$ cat src/rtl/i2c_master_byte_engine.sv
// ---------------------------------------------------------------------------
// i2c_master_byte_engine
// Bit-level I2C master. One byte command per valid/ready handshake:
// optional (repeated) START, 8 data bits MSB first, ACK slot, optional STOP.
// Drives open-drain enables for SCL/SDA; the pad tristate lives outside.
//
// Optional feature macro: I2C_CLK_STRETCH_EN
//   defined   : quarter counter freezes while SCL is released but still low
//               (slave clock stretching)
//   undefined : scl_i ignored, timing strictly CLK_DIV per quarter phase
//
// Parameters
//   CLK_DIV  sys_clk_i cycles per SCL quarter phase (>= 2)
// Ports
//   sys_clk_i, sys_rst_i         clock, asynchronous active-high reset
//   cmd_valid / cmd_ready        command handshake (ready only when idle)
//   cmd_start/stop/read/ack/data command fields, latched on accept
//   rsp_valid                    one-cycle completion pulse
//   rsp_data / rsp_nack / rsp_err response fields, valid with rsp_valid
//   bus_busy                     START issued, no STOP yet
//   scl_oe / sda_oe              1 = pull pad low, 0 = release
//   scl_i / sda_i                pad levels
// ---------------------------------------------------------------------------
module i2c_master_byte_engine #(
  parameter int CLK_DIV = 250
) (
  input  logic       sys_clk_i,
  input  logic       sys_rst_i,
  input  logic       cmd_valid,
  output logic       cmd_ready,
  input  logic       cmd_start,
  input  logic       cmd_stop,
  input  logic       cmd_read,
  input  logic       cmd_ack,
  input  logic [7:0] cmd_data,
  output logic       rsp_valid,
  output logic [7:0] rsp_data,
  output logic       rsp_nack,
  output logic       rsp_err,
  output logic       bus_busy,
  output logic       scl_oe,
  output logic       sda_oe,
  input  logic       scl_i,
  input  logic       sda_i
);

  localparam int QW = $clog2(CLK_DIV);
  localparam logic [QW-1:0] Q_LAST = QW'(CLK_DIV - 1);

  typedef enum logic [2:0] {S_IDLE, S_START, S_BIT, S_ACK, S_STOP} state_t;

  state_t      r_state;
  logic [QW-1:0] r_qcnt;
  logic [1:0]  r_phase;
  logic [2:0]  r_bitcnt;
  logic [7:0]  r_shift;   // write: byte being sent (MSB at [7]); read: bits shifted in
  logic        r_stop;
  logic        r_read;
  logic        r_ack;

  logic        w_freeze;
  logic        w_q_last;
  logic        w_tick;

  // Pad enables {scl_oe, sda_oe} for a given state/phase.
  function automatic logic [1:0] f_pads(input state_t st, input logic [1:0] ph,
                                        input logic dbit, input logic rd,
                                        input logic ack, input logic busy);
    logic [1:0] v;
    v = 2'b00;
    case (st)
      S_START: begin
        case (ph)
          2'd0:    v = {busy, 1'b0};  // held bus: keep SCL low for repeated START
          2'd1:    v = 2'b00;
          2'd2:    v = 2'b01;         // SDA falls while SCL high
          default: v = 2'b11;
        endcase
      end
      S_BIT:   v = {(ph == 2'd0) || (ph == 2'd3), rd ? 1'b0 : ~dbit};
      S_ACK:   v = {(ph == 2'd0) || (ph == 2'd3), rd ? ack : 1'b0};
      S_STOP: begin
        case (ph)
          2'd0:    v = 2'b11;
          2'd1:    v = 2'b01;
          default: v = 2'b00;         // SDA rises while SCL high
        endcase
      end
      default: v = {busy, 1'b0};      // idle: park SCL low only while owning the bus
    endcase
    return v;
  endfunction

`ifdef I2C_CLK_STRETCH_EN
  // A released SCL that still reads low means a slave is stretching the clock.
  assign w_freeze = (r_state != S_IDLE) && !scl_oe && !scl_i;
`else
  logic w_unused_scl;
  assign w_unused_scl = scl_i;
  assign w_freeze     = 1'b0;
`endif

  assign w_q_last = (r_qcnt == Q_LAST);
  assign w_tick   = (r_state != S_IDLE) && w_q_last && !w_freeze;

  // Command FSM, quarter-phase timing, pad drive and response registers.
  always_ff @(posedge sys_clk_i or posedge sys_rst_i) begin
    if (sys_rst_i) begin
      r_state   <= S_IDLE;
      r_qcnt    <= '0;
      r_phase   <= 2'd0;
      r_bitcnt  <= 3'd0;
      r_shift   <= 8'h00;
      r_stop    <= 1'b0;
      r_read    <= 1'b0;
      r_ack     <= 1'b0;
      cmd_ready <= 1'b1;
      rsp_valid <= 1'b0;
      rsp_data  <= 8'h00;
      rsp_nack  <= 1'b0;
      rsp_err   <= 1'b0;
      bus_busy  <= 1'b0;
      scl_oe    <= 1'b0;
      sda_oe    <= 1'b0;
    end else begin
      rsp_valid <= 1'b0;
      case (r_state)
        S_IDLE: begin
          if (cmd_valid) begin
            rsp_err  <= 1'b0;
            rsp_nack <= 1'b0;
            r_stop   <= cmd_stop;
            r_read   <= cmd_read;
            r_ack    <= cmd_ack;
            r_shift  <= cmd_data;
            r_qcnt   <= '0;
            r_phase  <= 2'd0;
            r_bitcnt <= 3'd0;
            if (cmd_start) begin
              r_state          <= S_START;
              cmd_ready        <= 1'b0;
              {scl_oe, sda_oe} <= f_pads(S_START, 2'd0, 1'b0, cmd_read, cmd_ack, bus_busy);
            end else if (bus_busy) begin
              r_state          <= S_BIT;
              cmd_ready        <= 1'b0;
              {scl_oe, sda_oe} <= f_pads(S_BIT, 2'd0, cmd_data[7], cmd_read, cmd_ack, bus_busy);
            end else begin
              // Data without owning the bus: reject, no bus activity.
              rsp_valid <= 1'b1;
              rsp_err   <= 1'b1;
            end
          end else begin
            cmd_ready <= 1'b1;
          end
        end
        default: begin
          if (!w_freeze) begin
            r_qcnt <= w_q_last ? '0 : r_qcnt + QW'(1);
          end
          if (w_tick) begin
            r_phase          <= r_phase + 2'd1;
            {scl_oe, sda_oe} <= f_pads(r_state, r_phase + 2'd1, r_shift[7], r_read, r_ack, bus_busy);
            case (r_state)
              S_START: begin
                if (r_phase == 2'd3) begin
                  bus_busy         <= 1'b1;
                  r_state          <= S_BIT;
                  {scl_oe, sda_oe} <= f_pads(S_BIT, 2'd0, r_shift[7], r_read, r_ack, 1'b1);
                end
              end
              S_BIT: begin
                if (r_read && (r_phase == 2'd1)) begin
                  r_shift <= {r_shift[6:0], sda_i};
                end
                if (r_phase == 2'd3) begin
                  r_bitcnt <= r_bitcnt + 3'd1;
                  if (!r_read) begin
                    r_shift <= {r_shift[6:0], 1'b0};
                  end
                  if (r_bitcnt == 3'd7) begin
                    r_state          <= S_ACK;
                    {scl_oe, sda_oe} <= f_pads(S_ACK, 2'd0, 1'b0, r_read, r_ack, bus_busy);
                  end else begin
                    // Next bit is the one below the current MSB.
                    {scl_oe, sda_oe} <= f_pads(S_BIT, 2'd0, r_shift[6], r_read, r_ack, bus_busy);
                  end
                end
              end
              S_ACK: begin
                if (!r_read && (r_phase == 2'd1)) begin
                  rsp_nack <= sda_i;
                end
                if (r_phase == 2'd3) begin
                  if (r_stop) begin
                    r_state          <= S_STOP;
                    {scl_oe, sda_oe} <= f_pads(S_STOP, 2'd0, 1'b0, r_read, r_ack, bus_busy);
                  end else begin
                    r_state          <= S_IDLE;
                    cmd_ready        <= 1'b1;
                    rsp_valid        <= 1'b1;
                    {scl_oe, sda_oe} <= f_pads(S_IDLE, 2'd0, 1'b0, 1'b0, 1'b0, 1'b1);
                    if (r_read) begin
                      rsp_data <= r_shift;
                    end
                  end
                end
              end
              S_STOP: begin
                if (r_phase == 2'd3) begin
                  bus_busy         <= 1'b0;
                  r_state          <= S_IDLE;
                  cmd_ready        <= 1'b1;
                  rsp_valid        <= 1'b1;
                  {scl_oe, sda_oe} <= 2'b00;
                  if (r_read) begin
                    rsp_data <= r_shift;
                  end
                end
              end
              default: r_state <= S_IDLE;
            endcase
          end
        end
      endcase
    end
  end

endmodule

$ cat config.mk
export PLATFORM = sky130hd
export DESIGN_NAME = i2c_master_byte_engine
export DESIGN_NICKNAME = d
export VERILOG_FILES = /design/src/rtl/i2c_master_byte_engine.sv
export SDC_FILE = /design/constraint.sdc
export NUM_CORES = 1
export LEC_CHECK = 0
export BUFFER_PORTS_ARGS = -buffer_cell sky130_fd_sc_hd__buf_4
export CAP_MARGIN = 15
export CORE_MARGIN = 4
export CORE_UTILIZATION = 45
export CTS_CLUSTER_DIAMETER = 80
export DETAILED_ROUTE_END_ITERATION = 16
export PLACE_DENSITY = 0.68
export SLEW_MARGIN = 15
export SYNTH_ARGS = -nofsm -noshare
export SYNTH_HDL_FRONTEND = slang
export SYNTH_SLANG_ARGS = --single-unit
$ cat constraint.sdc
create_clock -name sys_clk_i -period 5.08 [get_ports sys_clk_i]
set_input_delay 0.254 -clock sys_clk_i [delete_from_list [all_inputs] [get_ports sys_clk_i]]
set_output_delay 0.254 -clock sys_clk_i [all_outputs]
set_load 0.1 [all_outputs]
==> flow_metrics.tcl <==
set metrics [dict create \
    rows 25 \
    status "completed" \
    tritoncts.num_buffers 5 \
    clock_tree.htree_level_count 2 \
    min_period_ps 2295 \
    hold_violations 0 \
    synth_top_family_by_area "simple AND/OR/NAND/NOR gates" \
    tightest_slew_ps 673.2 \
    clock_slew_seen_by_the_registers_of_the_worst_setup_and_hold_paths_ps 90 \
    p_per_area_nw_per_um2 247.0 \
    drt_wl_total_mm 4.855 \
    synthMuxAreaShare 0.07943 \
    area_growth_pct 16.71 \
    initial_utilization 0.4709 \
    clk-insertion-delay-late_ps 300 \
    hpwl_mm 3.455 \
    grt_overflow_total 0 \
    dominantRegCellSynth "dfrtp_1" \
    unrepaired_setup_endpoints_after_global_routing "false" \
    mappedNetlistArea_um2 2268 \
    timing.slew.headroom 0.5512 \
    critPathMaxFanout 19 \
    ctsRootBufferMaster "clkbuf_8" \
    first_pass_grt_wire_length_mm 7.948 \
    route.antenna.remaining_nets 0 \
    crit-reg2reg-capture "bus_busy$_DFFE_PP0P_" \
    cts_hold_buf 0 \
    drtPass1Iterations 4 \
    cts_tree "yes" \
    grt.total_usage 0.1641 \
    setup-tns-final_ps 0 \
    worst_ep_arrival_time_ps 2490 \
    r2r-start "r_state[1]$_DFFE_PP0P_" \
    worst_path_dominant_cell_family "simple AND/OR/NAND/NOR gates" \
    post_drt_wl_per_cell_um 14.71 \
    max_stage_delay_ps 750 \
    antennaDiodeCount 0 \
    vdd_ir_drop_max_mv 0.1714 \
    timing.critical_path.slowest_stage_cell "dfrtp_1" \
    ys_types 55 \
    synth_warnings 0 \
    synth.ff_latch_count 42 \
    first_global_vias 1615 \
    vias 1796 \
    drive_above_1_share 0.2624 \
    p_leak_nw 1.268 \
    register_area_um2 1052 \
    cap_violations 0 \
    post-cts-setup-buffers 0 \
    max_clock_freq_ghz 0.4358 \
    synthesis.area_per_instance_um2 9.778 \
    timing.critical_path.cells "or3_1, nand3_1, nor3_1, mux2i_1, nand2_1" \
    mostFrequentLayoutCells "dfrtp_1, buf_4, nand2_1" \
    fin_worst_skew_ps 10.74 \
    cts_buffer_depth 2 \
    required_ps 5270 \
    placeableCoreArea_um2 4817 \
    synth_xor_xnor_area_share 0.007722 \
    postSynth.asyncResetShare 1.000 \
    routing_usage_on_met1 0.2294 \
    synth_area_in_compound_gates 0.1677 \
    drtIter0Drc 128 \
    ff2ff_path_depth 5 \
    timing.critical_path.from_type "register" \
    die_h_um 79 \
    cp-end-kind "register" \
    min_period_over_period 0.4517 \
    die_w_um 79 \
    grtUsageMet2 0.2534 \
    synth_simple_gate_area_share 0.2019 \
    finalMaxSlewViolations 0 \
    final_setup_violation_count 0 \
    most_frequent_standard_cell_in_the_layout_excluding_fill_and_tap_cells "dfrtp_1" \
    final_weighted_congestion_in_routability_driven_placement 0.8264 \
    post_drt_via_cell_ratio 5.442 \
    worst_min_delay_path_class "input port to async pin" \
    drc_errors 0 \
    cts.sinks 42 \
    grt_met3_use 0.03401 \
    design.final.nets 286 \
    yosysSeqAreaShare 0.4639 \
    post_synth_inst_count 232 \
    globalRoute.busiestLayer "met2" \
    synth_edf_count 0 \
    worst-path-buf-inv 0 \
    ios 32 \
    die-area_um2 6241 \
    grt_antenna_before_repair 0 \
    final_util 0.5496 \
    crit_type "register to register" \
    cts_resized 0 \
    setup.reg_to_reg.worst_slack_ps 2790 \
    post_synth_net_total 256 \
    maximum_number_of_pins_on_one_net_before_global_route_repair 43 \
    multiInputGateArea_um2 1124 \
    numPortBuffers 30 \
    fillers 467 \
    yosys.area_share.adder 0.03861 \
]
==> cell families (layout without fill, tap and decap cells) <==
kind of cell	count (synthesis)	count (layout)
AOI/OAI and AO/OA	62	62
adders and majority gates	7	7
buffers and inverters	18	49
and+or+nand+nor	85	85
muxes	16	16
xor gates and xnor gates	2	2
DFF	42	42
==> cells in the mapped netlist, drive strengths merged, types with 2 or more instances <==
library cell  number  area, um^2
nand3              8       45.04
o22ai              9       56.30
a21oi             14       73.82
nor2              24       100.1
mux2              13       150.1
a211oi             2       15.01
a21o               2       16.27
o21ai             21       108.9
and3b              2       17.52
nor4               2       18.77
inv               10       37.54
nor3               6       51.30
or3                2       17.52
mux2i              3       30.03
and3               4       26.28
nand4              2       12.51
nand2             27       101.4
o31ai              2       15.01
buf                6       37.53
a31oi              5       31.28
dfrtp             41        1026
ha                 7       87.58
clkbuf             2       17.51
==> cell type report <==
cell class	count	area share
clock buffer	5	0.02599
sequential	42	0.3974
timing repair buffer	31	0.08790
clock inverter	3	0.01843
inverter	10	0.01418
multi-input combinational	172	0.4244
tap	67	0.03166
==> where the power goes <==
group	total, mW	internal, mW	switching, mW
clock network	0.277	0.150	0.127
logic	0.0373	0.0138	0.0234
registers	0.340	0.336	0.00414
==> layer usage <==
metal | up-vias | wire (um) | part of all wire
met3 | 5 | 179 | 0.037
met5 | - | 0 | 0
li1 | 905 | - | -
met2 | 30 | 2292 | 0.47
met1 | 856 | 2317 | 0.48
met4 | 0 | 65 | 0.013
==> worst reg2reg max path: stages, from the launching register on <==
cell and delay [ps]:
dfrtp_1 750, or3_1 600, nand3_1 260, nor3_1 290, mux2i_1 220, nand2_1 70
==> metrics by stage <==
step / power [mW] / cell area, um^2 / instances / setup WS [ps] / hold WS (ps)
after CTS: 0.6607 / 2648 / 330 / 2837 / 94.66
after detailed placement: 0.3846 / 2530 / 322 / 2872 / 426.2
final: 0.6538 / 2648 / 330 / 2785 / 71.16
after global placement: 0.3847 / 2530 / 322 / 2842 / 431.7
after global routing: 0.6797 / 2648 / 330 / 2566 / 123.4
after floorplan: 0.3691 / 2268 / 232 / 3000 / 388.0
==> how the worst max path moves through the flow <==
stage	start	end	slack (ps)	cells after the start
after floorplan	bus_busy$_DFFE_PP0P_	r_state[0]$_DFFE_PP0P_	3000	4
after global placement	r_state[1]$_DFFE_PP0P_	bus_busy$_DFFE_PP0P_	2840	5
after detailed placement	r_state[1]$_DFFE_PP0P_	bus_busy$_DFFE_PP0P_	2870	5
after CTS	r_state[1]$_DFFE_PP0P_	bus_busy$_DFFE_PP0P_	2840	5
after global routing	r_state[1]$_DFFE_PP0P_	bus_busy$_DFFE_PP0P_	2570	5
final	r_state[1]$_DFFE_PP0P_	bus_busy$_DFFE_PP0P_	2790	5
==> sequential cells by signal (all words and copies together), names as in the netlist <==
signal and count:
r_qcnt 8, r_shift 8, rsp_data 8, r_bitcnt 3, r_state 3, r_phase 2
bus_busy 1, cmd_ready 1, r_ack 1, r_read 1, r_stop 1, rsp_err 1
rsp_nack 1, rsp_valid 1, scl_oe 1, sda_oe 1
(Power assumes the default switching activity.)
